File: src/rtl/sata_oob_if.sv
// sata_oob_if: bundles the OOB control/status, AXI-stream pass-through and GTX TX word signals
// of the SATA OOB burst sequencer.
//   oob_start/oob_type/oob_abort       request side (link layer -> sequencer)
//   oob_busy/oob_done/oob_err          status (sequencer -> link layer)
//   s_axi_tvalid/s_axi_tdata/tready    pass-through word stream
//   tx_data/tx_charisk/tx_elecidle     words to the transceiver
// The sequencer connects through the slave modport; the link layer side uses master.
interface sata_oob_if #(
  parameter int unsigned DATA_W = 32
);
  logic                  oob_start;
  logic [1:0]            oob_type;
  logic                  oob_abort;
  logic                  oob_busy;
  logic                  oob_done;
  logic                  oob_err;
  logic                  s_axi_tvalid;
  logic [DATA_W-1:0]     s_axi_tdata;
  logic                  s_axi_tready;
  logic [DATA_W-1:0]     tx_data;
  logic [DATA_W/8-1:0]   tx_charisk;
  logic                  tx_elecidle;

  modport master (
    output oob_start, oob_type, oob_abort, s_axi_tvalid, s_axi_tdata,
    input  oob_busy, oob_done, oob_err, s_axi_tready, tx_data, tx_charisk, tx_elecidle
  );

  modport slave (
    input  oob_start, oob_type, oob_abort, s_axi_tvalid, s_axi_tdata,
    output oob_busy, oob_done, oob_err, s_axi_tready, tx_data, tx_charisk, tx_elecidle
  );
endinterface

File: src/rtl/sata_oob_seq.sv
// sata_oob_seq: SATA out-of-band burst sequencer between the link layer and the GTX TX datapath.
// On request it emits COMRESET/COMINIT (long gap) or COMWAKE (short gap): BURST_CNT bursts of
// BURST_WORDS ALIGN primitives, each followed by an electrical-idle gap. While idle, valid
// AXI-stream words are passed straight through to the transceiver.
// Ports:
//   clk  TX word clock (txusrclk2)
//   rst  synchronous active-high reset
//   bus  sata_oob_if slave: request/status, pass-through stream, tx_* words
// All tx_* and oob_* outputs are registered; s_axi_tready is decoded from the state register.
module sata_oob_seq #(
  parameter int unsigned DATA_W          = 32,
  parameter int unsigned BURST_CNT       = 6,
  parameter int unsigned BURST_WORDS     = 8,
  parameter int unsigned GAP_LONG_WORDS  = 24,
  parameter int unsigned GAP_SHORT_WORDS = 8,
  parameter logic [31:0] ALIGN_PRIM      = 32'h7B4A4ABC
) (
  input logic       clk,
  input logic       rst,
  sata_oob_if.slave bus
);

  localparam int unsigned KW       = DATA_W / 8;
  localparam int unsigned MaxBG    = (BURST_WORDS > GAP_LONG_WORDS) ? BURST_WORDS : GAP_LONG_WORDS;
  localparam int unsigned MaxWords = (MaxBG > GAP_SHORT_WORDS) ? MaxBG : GAP_SHORT_WORDS;
  localparam int unsigned WCW      = $clog2(MaxWords + 1);
  localparam int unsigned BCW      = $clog2(BURST_CNT + 1);

  localparam logic [WCW-1:0] WOne      = WCW'(1);
  localparam logic [WCW-1:0] BurstLast = WCW'(BURST_WORDS - 1);
  localparam logic [WCW-1:0] GapLong   = WCW'(GAP_LONG_WORDS);
  localparam logic [WCW-1:0] GapShort  = WCW'(GAP_SHORT_WORDS);
  localparam logic [BCW-1:0] BOne      = BCW'(1);
  localparam logic [BCW-1:0] BurstMax  = BCW'(BURST_CNT);

  localparam logic [1:0] StIdle  = 2'd0;
  localparam logic [1:0] StBurst = 2'd1;
  localparam logic [1:0] StGap   = 2'd2;

  logic [1:0]        state_q, state_d;
  logic [WCW-1:0]    word_cnt_q, word_cnt_d;
  logic [BCW-1:0]    burst_cnt_q, burst_cnt_d;
  logic [WCW-1:0]    gap_len_q, gap_len_d;
  logic              busy_q, busy_d;
  logic              done_q, done_d;
  logic              err_q, err_d;
  logic [DATA_W-1:0] tx_data_q, tx_data_d;
  logic [KW-1:0]     tx_charisk_q, tx_charisk_d;
  logic              tx_elecidle_q, tx_elecidle_d;

  logic [DATA_W-1:0] align_word;
  logic [KW-1:0]     align_k;

  // ALIGN replicated per 32-bit lane; K28.5 sits in byte 0 of every lane.
  always_comb begin
    align_word = '0;
    align_k    = '0;
    for (int i = 0; i < int'(KW); i++) begin
      align_word[8*i +: 8] = ALIGN_PRIM[8*(i%4) +: 8];
      align_k[i]           = ((i % 4) == 0);
    end
  end

  always_comb begin
    state_d     = state_q;
    word_cnt_d  = word_cnt_q + WOne;
    burst_cnt_d = burst_cnt_q;
    gap_len_d   = gap_len_q;
    done_d      = 1'b0;
    err_d       = 1'b0;
    unique case (state_q)
      StIdle: begin
        word_cnt_d = '0;
        if (bus.oob_start) begin
          if (bus.oob_type == 2'd3) begin
            err_d = 1'b1;
          end else begin
            gap_len_d   = (bus.oob_type == 2'd2) ? GapShort : GapLong;
            burst_cnt_d = '0;
            state_d     = StBurst;
          end
        end
      end
      StBurst: begin
        if (bus.oob_abort) begin
          state_d    = StIdle;
          word_cnt_d = '0;
        end else if (word_cnt_q == BurstLast) begin
          state_d     = StGap;
          word_cnt_d  = '0;
          burst_cnt_d = burst_cnt_q + BOne;
        end
      end
      StGap: begin
        if (bus.oob_abort) begin
          // Abort beats a coinciding final-gap completion: no done pulse.
          state_d    = StIdle;
          word_cnt_d = '0;
        end else if (word_cnt_q + WOne == gap_len_q) begin
          word_cnt_d = '0;
          if (burst_cnt_q < BurstMax) begin
            state_d = StBurst;
          end else begin
            state_d = StIdle;
            done_d  = 1'b1;
          end
        end
      end
      default: begin
        state_d    = StIdle;
        word_cnt_d = '0;
      end
    endcase
  end

  // Output words are derived from the next state so they line up with the state register.
  always_comb begin
    tx_data_d     = '0;
    tx_charisk_d  = '0;
    tx_elecidle_d = 1'b1;
    if (state_d == StBurst) begin
      tx_data_d     = align_word;
      tx_charisk_d  = align_k;
      tx_elecidle_d = 1'b0;
    end else if ((state_q == StIdle) && (state_d == StIdle) && bus.s_axi_tvalid) begin
      // A word presented alongside an accepted start is dropped (state_d is BURST then).
      tx_data_d     = bus.s_axi_tdata;
      tx_elecidle_d = 1'b0;
    end
    busy_d = (state_d != StIdle);
  end

  always_ff @(posedge clk) begin
    if (rst) begin
      state_q       <= StIdle;
      word_cnt_q    <= '0;
      burst_cnt_q   <= '0;
      gap_len_q     <= GapLong;
      busy_q        <= 1'b0;
      done_q        <= 1'b0;
      err_q         <= 1'b0;
      tx_data_q     <= '0;
      tx_charisk_q  <= '0;
      tx_elecidle_q <= 1'b1;
    end else begin
      state_q       <= state_d;
      word_cnt_q    <= word_cnt_d;
      burst_cnt_q   <= burst_cnt_d;
      gap_len_q     <= gap_len_d;
      busy_q        <= busy_d;
      done_q        <= done_d;
      err_q         <= err_d;
      tx_data_q     <= tx_data_d;
      tx_charisk_q  <= tx_charisk_d;
      tx_elecidle_q <= tx_elecidle_d;
    end
  end

  assign bus.s_axi_tready = (state_q == StIdle) & ~rst;
  assign bus.oob_busy     = busy_q;
  assign bus.oob_done     = done_q;
  assign bus.oob_err      = err_q;
  assign bus.tx_data      = tx_data_q;
  assign bus.tx_charisk   = tx_charisk_q;
  assign bus.tx_elecidle  = tx_elecidle_q;

endmodule

File: src/flat_wrapper.sv
// flat-port wrapper written by rule: the top's interface ports become plain ports
module sata_oob_seq_flat 
#(
  parameter int unsigned DATA_W          = 32,
  parameter int unsigned BURST_CNT       = 6,
  parameter int unsigned BURST_WORDS     = 8,
  parameter int unsigned GAP_LONG_WORDS  = 24,
  parameter int unsigned GAP_SHORT_WORDS = 8,
  parameter logic [31:0] ALIGN_PRIM      = 32'h7B4A4ABC
)
  (clk, rst, bus_oob_start, bus_oob_type, bus_oob_abort, bus_s_axi_tvalid, bus_s_axi_tdata, bus_oob_busy, bus_oob_done, bus_oob_err, bus_s_axi_tready, bus_tx_data, bus_tx_charisk, bus_tx_elecidle);
  sata_oob_if #(.DATA_W(DATA_W)) bus_i ();
  input logic clk;
  input logic rst;
  input wire logic [$bits(bus_i.oob_start)-1:0] bus_oob_start;
  input wire logic [$bits(bus_i.oob_type)-1:0] bus_oob_type;
  input wire logic [$bits(bus_i.oob_abort)-1:0] bus_oob_abort;
  input wire logic [$bits(bus_i.s_axi_tvalid)-1:0] bus_s_axi_tvalid;
  input wire logic [$bits(bus_i.s_axi_tdata)-1:0] bus_s_axi_tdata;
  output wire logic [$bits(bus_i.oob_busy)-1:0] bus_oob_busy;
  output wire logic [$bits(bus_i.oob_done)-1:0] bus_oob_done;
  output wire logic [$bits(bus_i.oob_err)-1:0] bus_oob_err;
  output wire logic [$bits(bus_i.s_axi_tready)-1:0] bus_s_axi_tready;
  output wire logic [$bits(bus_i.tx_data)-1:0] bus_tx_data;
  output wire logic [$bits(bus_i.tx_charisk)-1:0] bus_tx_charisk;
  output wire logic [$bits(bus_i.tx_elecidle)-1:0] bus_tx_elecidle;
  assign bus_i.oob_start = bus_oob_start;
  assign bus_i.oob_type = bus_oob_type;
  assign bus_i.oob_abort = bus_oob_abort;
  assign bus_i.s_axi_tvalid = bus_s_axi_tvalid;
  assign bus_i.s_axi_tdata = bus_s_axi_tdata;
  assign bus_oob_busy = bus_i.oob_busy;
  assign bus_oob_done = bus_i.oob_done;
  assign bus_oob_err = bus_i.oob_err;
  assign bus_s_axi_tready = bus_i.s_axi_tready;
  assign bus_tx_data = bus_i.tx_data;
  assign bus_tx_charisk = bus_i.tx_charisk;
  assign bus_tx_elecidle = bus_i.tx_elecidle;
  sata_oob_seq #(.DATA_W(DATA_W), .BURST_CNT(BURST_CNT), .BURST_WORDS(BURST_WORDS), .GAP_LONG_WORDS(GAP_LONG_WORDS), .GAP_SHORT_WORDS(GAP_SHORT_WORDS), .ALIGN_PRIM(ALIGN_PRIM)) u_core (.clk(clk), .rst(rst), .bus(bus_i));
endmodule
File: config.mk
export PLATFORM = sky130hd
export DESIGN_NAME = sata_oob_seq_flat
export DESIGN_NICKNAME = d
export VERILOG_FILES = /design/src/rtl/sata_oob_if.sv /design/src/rtl/sata_oob_seq.sv /design/src/flat_wrapper.sv
export SDC_FILE = /design/constraint.sdc
export NUM_CORES = 1
export LEC_CHECK = 0
export CORE_MARGIN = 10
export CORE_UTILIZATION = 41
export CTS_CLUSTER_SIZE = 10
export DETAILED_ROUTE_END_ITERATION = 7
export PLACE_DENSITY_LB_ADDON = 0.15
export SKIP_CTS_REPAIR_TIMING = 1
export SYNTH_ARGS = -nofsm -noshare
export SYNTH_HDL_FRONTEND = slang
export SYNTH_SLANG_ARGS = --single-unit
export TNS_END_PERCENT = 50
File: constraint.sdc
create_clock -name clk -period 2.9 [get_ports clk]
set_input_delay 0.58 -clock clk [delete_from_list [all_inputs] [get_ports clk]]
set_output_delay 0.58 -clock clk [all_outputs]
set_load 0.01 [all_outputs]
Yosys cells after proc, flatten, opt, wreduce, memory -nomap -nowiden

Index checks and enable logic that the tools add are counted.
Widths: inputs -> output; s select.

Output and inout port bits: 41
Input port bits: 39
Bits in registers: 55

Reductions and logical operators: 11
$lt $le $gt $ge: 1
Add/subtract/negate cells: 2
Bitwise logic cells: 8
Equality and inequality tests: 11
Mux-type cells: 26

Operators by type and width:

| kind                | number |
|---|---|
| $mux 31             | 2 |
| $mux 5              | 5 |
| $mux 2              | 6 |
| $mux 3              | 4 |
| $pmux 5 s2          | 1 |
| $not 1->1           | 7 |
| $eq 2x2->1 const B  | 3 |
| $mux 1              | 6 |
| $ne 2x2->1 const B  | 3 |
| $pmux 2 s3          | 1 |
| $pmux 3 s2          | 1 |
| $reduce_or 3->1     | 2 |
| $add 5x1->5 const B | 1 |
| $eq 5x3->1 const B  | 1 |
| $eq 5x5->1          | 1 |
| $reduce_and 5->1    | 1 |
| $eq 2x1->1 const B  | 2 |
| $logic_not 2->1     | 2 |
| $reduce_bool 2->1   | 2 |
| $reduce_or 4->1     | 1 |
| $add 3x1->3 const B | 1 |
| $lt 3x3->1 const B  | 1 |
| $reduce_and 3->1    | 1 |
| $logic_and 1x1->1   | 2 |
| other kinds (2)     | 2 |

Logic depth before layout (Yosys ltp)

Gate-level depths: netlist of the first run.

Word-level depth: 10
Depth in mapped cells: 10

Worst setup path before layout of the first run

Ideal clock, no wire load.

Path kind: reg2reg
From: register u_core.word_cnt_q[0]
To: register u_core.tx_data_q[19] (netlist: u_core.bus.tx_data[19])
Data required time: 2.786 ns
Path slack: 0.634 ns
Arrival: 2.152 ns
Cell stages (with the launch flop): 10
Path buffers: 2
Cell sequence: dfxtp_1 ha_1 and2_1 o21a_1 o211a_1 or4_4 and4_4 buf_6 buf_6 a21o_1

Word-level cells in the longest chain between the ends: 10

Ends and longest elaborated chain:

| element                         | line                | RTL |
|---|---|---|
| from (decl)                     | sata_oob_seq.sv:41  | `logic [WCW-1:0] word_cnt_q, word_cnt_d;` |
| from (signal assigned)          | sata_oob_seq.sv:147 | `word_cnt_q <= word_cnt_d;` |
| $add 5x1->5                     | sata_oob_seq.sv:99  | `end else if (word_cnt_q + WOne == gap_len_q) begin` |
| $eq 5x5->1                      | sata_oob_seq.sv:99  |  |
| $mux 2                          | sata_oob_seq.sv:99  |  |
| $mux 2                          | sata_oob_seq.sv:95  | `if (bus.oob_abort) begin` |
| $pmux 2 s3 *                    | sata_oob_seq.sv:71  | `unique case (state_q)` |
| $logic_not 2->1                 | sata_oob_seq.sv:125 | `end else if ((state_q == StIdle) && (state_d == StIdle) && bus.s_axi_tvalid) begin` |
| $logic_and 1x1->1 (2 in series) | sata_oob_seq.sv:125 |  |
| $mux 31                         | sata_oob_seq.sv:125 |  |
| $mux 31 *                       | sata_oob_seq.sv:121 | `if (state_d == StBurst) begin` |
| to (signal assigned)            | sata_oob_seq.sv:153 | `tx_data_q <= tx_data_d;` |
| to (decl)                       | sata_oob_seq.sv:47  | `logic [DATA_W-1:0] tx_data_q, tx_data_d;` |

Mark *: on every way between the ends. The rest lies on a longest branch, timed or not.
A chain may end at the register's enable or synchronous reset.

Worst setup path in the final report of the first run

From: register u_core.state_q[0]
To: output bus_s_axi_tready

Word-level cells in the longest chain between the ends: 2

Ends and longest elaborated chain:

| element                | line                | RTL |
|---|---|---|
| from (decl)            | sata_oob_seq.sv:40  | `logic [1:0] state_q, state_d;` |
| from (signal assigned) | sata_oob_seq.sv:135 | `state_q <= StIdle;` |
| from (signal assigned) | sata_oob_seq.sv:146 | `state_q <= state_d;` |
| $logic_not 2->1        | sata_oob_seq.sv:159 | `assign bus.s_axi_tready = (state_q == StIdle) & ~rst;` |
| $and 1x1->1            | sata_oob_seq.sv:159 |  |
| to (decl)              | flat_wrapper.sv:23  | `output wire logic [$bits(bus_i.s_axi_tready)-1:0] bus_s_axi_tready;` |

No other way between the ends.

==> results.rst, run 1 <==
.. list-table::
   :header-rows: 1

   * - Metric
     - Value
   * - Status
     - finished, final reports clean
   * - Insertion delay of the later-clocked pin in the worst-skew pair
     - roughly 0.3 ns
   * - Average vias per placed instance
     - between 4 and 5
   * - Combinational fraction of design power
     - between 15 and 20%
   * - Largest cells by area after synthesis
     - dfxtp_1 52%, a21o_1 7.0%, and2_1 6.5%
   * - Fraction of registers with async set or reset after synthesis
     - 0%
   * - Xor/xnor cell area share of the yosys netlist
     - 2.39%
   * - Kind of launch point of the worst setup path
     - flip-flop
   * - Crit path time final
     - 2.46 ns
   * - Largest incremental delay on the critical path
     - slightly below 0.6 ns
   * - Share of power burned in registers
     - 46.8%
   * - Psw
     - 0.329 mW
   * - Leakage power of the design
     - 1.18 nW
   * - Flip-flop and latch count after synthesis
     - 48
   * - CP Class
     - flip-flop to primary output
   * - Proportion of synthesized area in mux cells
     - 0%
   * - Effective utilization at floorplan
     - 42.1%
   * - Total negative slack
     - 0 ns
   * - Count of mapped cells out of synthesis
     - 173
   * - Count leader, synth
     - dfxtp_1
   * - Hold violation count in the final report
     - 0
   * - GRT overflow
     - 0
   * - Number of top-level pins
     - 80
   * - Clock root buffer master
     - clkbuf_8
   * - Utilization of the core after routing
     - a little over three fifths
   * - Post-synthesis instance area
     - 0.00183 mm2
   * - Reported max-cap violation count
     - 0
   * - Number of placement rows
     - 24
   * - Share of post-route cells with drive strength above 1
     - about 5.6%
   * - Clock share of power
     - 35.6%
   * - Cell Int Power
     - 1.21 mW
   * - Fillers
     - 378
   * - Synthesis-to-layout area growth
     - 48.8%
   * - Antenna violations before repair
     - 0
   * - Detailed placement HPWL
     - 3370 um
   * - Arrival time of data at the critical path endpoint
     - 1.88 ns
   * - Number of synthesized flops with an enable pin
     - 0
   * - Yosys warns
     - 0
   * - Per-instance average area after synthesis
     - 10.6 um2
   * - Core area
     - 0.00435 mm2
   * - Number of remaining DRC errors
     - 0
   * - Area of the die
     - 0.00754 mm2
   * - Routed wire length
     - 4330 um
   * - Count of routing violations after the opening detailed-route iteration
     - 38
   * - Final critical-path setup slack
     - 0.442 ns
   * - Length of the first detailed-routing pass in iterations
     - 4
   * - Seq/Total Area, Yosys
     - 52.5%
   * - Distinct cell type count after synthesis
     - 40
   * - Area share of and/or/nand/nor cells after synthesis
     - 21.2%
   * - CTS tree
     - done
   * - Predominant post-synthesis flop cell
     - dfxtp_1
   * - Clock input transition at the sequential cells of the worst setup and hold paths
     - approximately 0.080 ns
   * - Layout Nets
     - just under 300
   * - Share of Yosys cell area claimed by the top area cell type
     - 52.5%
   * - Top achievable clock speed
     - around 0.41 GHz
   * - Number of pins with negative max-slew slack in the final report
     - 0
   * - Family with the most delay on the worst path
     - buffers and inverters
   * - Vias in the first global route
     - 1401
   * - Clock buffer depth
     - 2
   * - Overall routing resource usage
     - 11.5%
   * - Inserted Clock Buffers
     - 5
   * - Vertical die dimension
     - 86.8 um
   * - Count of buffers from port buffering
     - 76
   * - Maximum vdd drop
     - 253 uV
   * - Worst setup skew after layout
     - about 0.0052 ns
   * - Synth Area in Compound Gates
     - 13.4%
   * - Post-detailed-route count of antenna-violating nets
     - 0
   * - Most numerous cell types in the synthesized netlist
     - 48 x dfxtp_1, 19 x and2_1, 17 x a21o_1
   * - Critical register-to-register path startpoint
     - u_core.word_cnt_q[0]
   * - First-pass GRT wire length
     - 6990 um
   * - Main combinational cell family by area after synthesis
     - simple AND/OR/NAND/NOR gates
   * - Final setup violating endpoints
     - 0
   * - TritonCTS Sinks
     - 48
   * - Routed WL per cell
     - between 10 and 15 um
   * - Start point of the critical path
     - u_core.state_q[0]
   * - Pin count of the biggest net entering global routing
     - 34
   * - Largest area contributor in the synthesized netlist
     - dfxtp_1
   * - Critical-path top delay cell
     - clkdlybuf4s50_1
   * - Number of levels the H-tree was split into
     - 2
   * - Data required time at the worst endpoint
     - about 2.3 ns
   * - Switching share of power
     - 21.3%
   * - Crit share post-route
     - 84.8%
   * - Width of the chip
     - 86.8 um
   * - Design Power
     - between 1.5 and 2 mW
   * - Worst slack after detailed placement
     - 0.376 ns
   * - Gp weighted congestion
     - 0.809
   * - Min-delay worst type
     - flip-flop to flip-flop
   * - Worst path cell trace
     - inv_1 > ha_1 > nor2b_1 > clkdlybuf4s50_1
   * - Peak fanout along the critical path
     - 6
   * - Number of vias in the routed layout
     - 1442
   * - Hold slack final
     - 0.480 ns
   * - Hold Startpoint
     - u_core.gap_len_q[4]
   * - Post-Synth Adder-Cell Area
     - ~4.8%
   * - Inserted Diodes
     - 0
   * - Crit end category
     - primary output
   * - Unrepaired setup endpoints after global routing
     - no
   * - Power density over cell area
     - roughly 570 mW/mm2
   * - Crit path buffers/inverters
     - 2
## per-stage QoR
step           instance area, um2  instances
2_1_floorplan                1840        175
3_3_place_gp                 2600        296
3_5_place_dp                 2600        296
4_1_cts                      2730        303
5_1_grt                      2730        303
6_report                     2730        303
## routing by layer
layer / global-route usage (%) / wire, um / vias to the layer above / part of all wire (%)
li1: - / - / 735 / -
met1: 15.0 / 2080 / 645 / 48
met2: 15.9 / 1780 / 57 / 41
met3: 5.25 / 424 / 5 / 9.8
met4: 4.42 / 45 / 0 / 1.0
met5: 0 / 0 / - / 0
## registers in the layout, summed over array words and instances, names as in the netlist
signal,count
u_core.burst_cnt_q,3
u_core.bus.oob_busy,1
u_core.bus.oob_done,1
u_core.bus.oob_err,1
u_core.bus.tx_charisk,1
u_core.bus.tx_data,32
u_core.bus.tx_elecidle,1
u_core.gap_len_q,1
u_core.state_q,2
u_core.word_cnt_q,5
## cell type report
cell class / count / area (um2) / share of cell area [%]
inverter: 5 / 18.8 / 0.688
sequential: 48 / 961 / 35.2
clock inverter: 2 / 60.1 / 2.20
multi-input combinational: 113 / 777 / 28.5
clock buffer: 5 / 68.8 / 2.52
timing repair buffer: 78 / 776 / 28.5
tap: 52 / 65.1 / 2.39
## cells in the final DEF, fill, tap and decap left out, types with 2 or more instances in the layout
master / n
a211oi_1: 2
clkbuf_8: 5
conb_1: 3
a21boi_0: 2
a21oi_1: 5
nand2_1: 7
and2_1: 19
a21o_1: 17
dfxtp_1: 48
bufinv_16: 2
nor2_1: 12
xnor2_1: 4
nand2b_1: 3
nor3_1: 4
ha_1: 7
buf_4: 2
clkdlybuf4s50_1: 76
inv_1: 5
a31oi_1: 2
nor2b_1: 4
nand3_1: 2
## power by group through the flow
stage          clock, mW  combinational (mW)  sequential (mW)
4_1_cts            0.559               0.276            0.723
6_report           0.549               0.272            0.722
5_1_grt            0.593               0.296            0.727
2_1_floorplan          0              0.0974            0.762
3_3_place_gp           0               0.271            0.739
3_5_place_dp           0               0.275            0.739
## cells by family (layout without fill, tap and decap cells)
| logic type | after synthesis | count (layout) |
|---|---|---|
| AND/OR/NAND/NOR | 64 | 64 |
| buffers and inverters | 14 | 90 |
| flip-flops | 48 | 48 |
| XOR/XNOR | 5 | 5 |
| adder cells (fa/ha/maj) | 7 | 7 |
| other | 1 | 3 |
| AO/OA/AOI/OAI | 34 | 34 |
## worst paths after layout
kind	slack, ns	depth (start not counted)	endpoint
max reg2reg	0.58	7	u_core.bus.tx_data[20]
max	0.44	4	bus_s_axi_tready
min reg2reg	0.48	2	u_core.gap_len_q[4]
min	0.48	2	u_core.gap_len_q[4]
## tightest hold or removal path, stage by stage, from the launching register on
cell	delay (ns)
dfxtp_1	0.32
o21ai_0	0.07
nand2_1	0.05
Note: power is estimated with default switching activity, not from simulation.
==> run 2, diff against run 1 <==
Settings changed: CORE_UTILIZATION 41 to 37.
Clock period 2.9 ns to 2.2 ns, I/O delays scaled along.
==> run 2 against run 1 <==
First-iteration DRC count decreased by 42%. Final cell count increased by 9.9%. Core utilization decreased by 2.0 points. Worst hold slack got worse by 0.011 ns. Wire length increased by 9.5%. Highest routed layer unchanged. Sequential power increased by 32%. Clock power increased by 17%. Global-route usage decreased by 0.47 points. Largest cell class unchanged.
==> results.rst, run 2 (synthesized netlist as in run 1, its figures left out) <==
.. list-table::
   :header-rows: 1

   * - Metric
     - Value
   * - Effective utilization at floorplan
     - 38.5% (-3.5 points)
   * - Top achievable clock speed
     - 0.466 GHz
   * - Kind of launch point of the worst setup path
     - flip-flop
   * - Synthesis-to-layout area growth
     - 57.3%
   * - Insertion delay of the later-clocked pin in the worst-skew pair
     - 0.30 ns (about the same)
   * - Number of cells on the critical path
     - 7 (+3)
   * - Number of top-level pins
     - 80 (unchanged)
   * - Reg2reg path depth
     - 7 (unchanged)
   * - Count of cells along the worst hold path
     - 1 (-1)
   * - Average vias per placed instance
     - 4.50 (-5.3%)
   * - Crit path time final
     - 2.15 ns
   * - Gp weighted congestion
     - 0.836 (+3.3%)
   * - Clock input transition at the sequential cells of the worst setup and hold paths
     - 0.09 ns (about the same)
   * - Final critical-path setup slack
     - 0.0527 ns (-0.389 ns)
   * - Core area
     - 0.00475 mm2 (+9.2%)
   * - Worst setup skew after layout
     - 0.00853 ns (+0.00329 ns)
   * - R2R setup slack
     - 0.05 ns (-0.53 ns)
   * - Unrepaired setup endpoints after global routing
     - yes
   * - Min-delay worst type
     - flip-flop to flip-flop
   * - Number of remaining DRC errors
     - 0 (unchanged)
   * - Utilization of the core after routing
     - 60.6% (-2.0 points)
   * - CTS tree
     - done
   * - Crit end category
     - flip-flop
   * - Crit share post-route
     - a little over nine tenths
   * - Worst path cell trace
     - ha_2 > and2_1 > o21a_1 > o211a_1 > or4_4 > and4_4 > a21o_1
   * - Area of the die
     - 0.00816 mm2 (+8.3%)
   * - First-pass GRT wire length
     - 7520 um (+7.6%)
   * - Arrival time of data at the critical path endpoint
     - 2.34 ns (+0.46 ns)
   * - Peak fanout along the critical path
     - 16 (+10)
   * - Crit path buffers/inverters
     - 0 (-2)
   * - GRT overflow
     - 0 (unchanged)
   * - Design Power
     - 1.98 mW (+29%)
   * - CP Class
     - flip-flop to flip-flop
   * - Hold violation count in the final report
     - 0 (unchanged)
   * - Detailed placement HPWL
     - 3600 um (+7.0%)
   * - Length of the first detailed-routing pass in iterations
     - 4 (unchanged)
   * - Clock buffer depth
     - 2 (unchanged)
   * - Worst slack after detailed placement
     - -0.140 ns (-0.516 ns)
   * - Final setup violating endpoints
     - 0 (unchanged)
   * - Overall routing resource usage
     - 11.0% (-0.47 points)
   * - Max FFs per register
     - 32 (unchanged)
   * - Commonest cells after routing, fill and taps aside
     - 75 x clkdlybuf4s50_1, 45 x dfxtp_1, 19 x and2_1, 17 x a21o_1, 14 x buf_4
   * - Number of pins with negative max-slew slack in the final report
     - 0 (unchanged)
   * - Leakage power of the design
     - 1.26 nW (+6.7%)
   * - Data required time at the worst endpoint
     - 2.40 ns (+0.08 ns)
   * - Layout Nets
     - 311 (+4.7%)
   * - Family with the most delay on the worst path
     - simple AND/OR/NAND/NOR gates
   * - Count of routing violations after the opening detailed-route iteration
     - 22 (-42%)
   * - Routed wire length
     - 4740 um (+9.5%)
   * - Status
     - finished, final reports clean
   * - Critical-path top delay cell
     - or4_4
   * - Clock root buffer master
     - clkbuf_8
   * - Share of post-route cells with drive strength above 1
     - 14.3% (+8.7 points)
   * - Largest incremental delay on the critical path
     - 0.52 ns (-0.07 ns)
   * - Inserted Diodes
     - 0 (unchanged)
   * - Number of vias in the routed layout
     - 1500 (+4.0%)
   * - Power density over cell area
     - 688 mW/mm2 (+22%)
   * - Number of levels the H-tree was split into
     - 2 (unchanged)
   * - Inserted Clock Buffers
     - 5 (unchanged)
   * - Number of placement rows
     - 25 (+4.2%)
   * - Reported max-cap violation count
     - 0 (unchanged)
   * - Routed WL per cell
     - 14.2 um (-0.40%)
   * - Antenna violations before repair
     - 0 (unchanged)
   * - Vertical die dimension
     - 90.4 um (+4.1%)
   * - Maximum vdd drop
     - 358 uV (+42%)
   * - TritonCTS Sinks
     - 48 (unchanged)
   * - Post-detailed-route count of antenna-violating nets
     - 0 (unchanged)
   * - Count of buffers from port buffering
     - 76 (unchanged)
   * - Vias in the first global route
     - 1497 (+6.9%)
   * - Width of the chip
     - 90.4 um (+4.1%)
   * - Most frequent standard cell in the layout excluding fill and tap cells
     - clkdlybuf4s50_1
   * - Pin count of the biggest net entering global routing
     - 34 (unchanged)
run 2: worst paths after layout:
kind,from,endpoint
hold reg to reg,u_core.word_cnt_q[0],u_core.word_cnt_q[0]
setup / recovery,u_core.word_cnt_q[0],u_core.bus.tx_data[9]
setup reg to reg,u_core.word_cnt_q[0],u_core.bus.tx_data[9]
hold / removal,u_core.word_cnt_q[0],u_core.word_cnt_q[0]
run 2: area by class of cell:
cell class                 count  area, um2
sequential                    48        965
timing repair buffer          91        888
tap                           67       83.8
multi-input combinational    114        811
inverter                       5       18.8
clock buffer                   5       68.8
clock inverter                 3       46.3
fill                         424       1870
run 2: power breakdown:
| part | internal (mW) | switching [mW] |
|---|---|---|
| Sequential | 0.933 | 0.0191 |
| Combinational | 0.240 | 0.149 |
| Clock | 0.342 | 0.299 |
| Total | 1.52 | 0.467 |
run 2: layer usage:
metal / vias up / global-route usage (%) / routed length, um
li1: 764 / - / -
met1: 675 / 14.0 / 2380
met2: 58 / 16.7 / 2020
met3: 3 / 4.57 / 321
met4: 0 / 2.79 / 23
met5: - / 0 / 0
run 2: through the flow:
stage               TNS [ns]  hold WS, ns  area (um2)  std cells
floorplan                  0        0.429        1840        175
global placement       -1.50        0.456        2730        324
detailed placement     -2.48        0.458        2730        324
CTS                   -0.292        0.473        2850        332
global route           -1.01        0.485        2880        333
finish                     0        0.469        2880        333
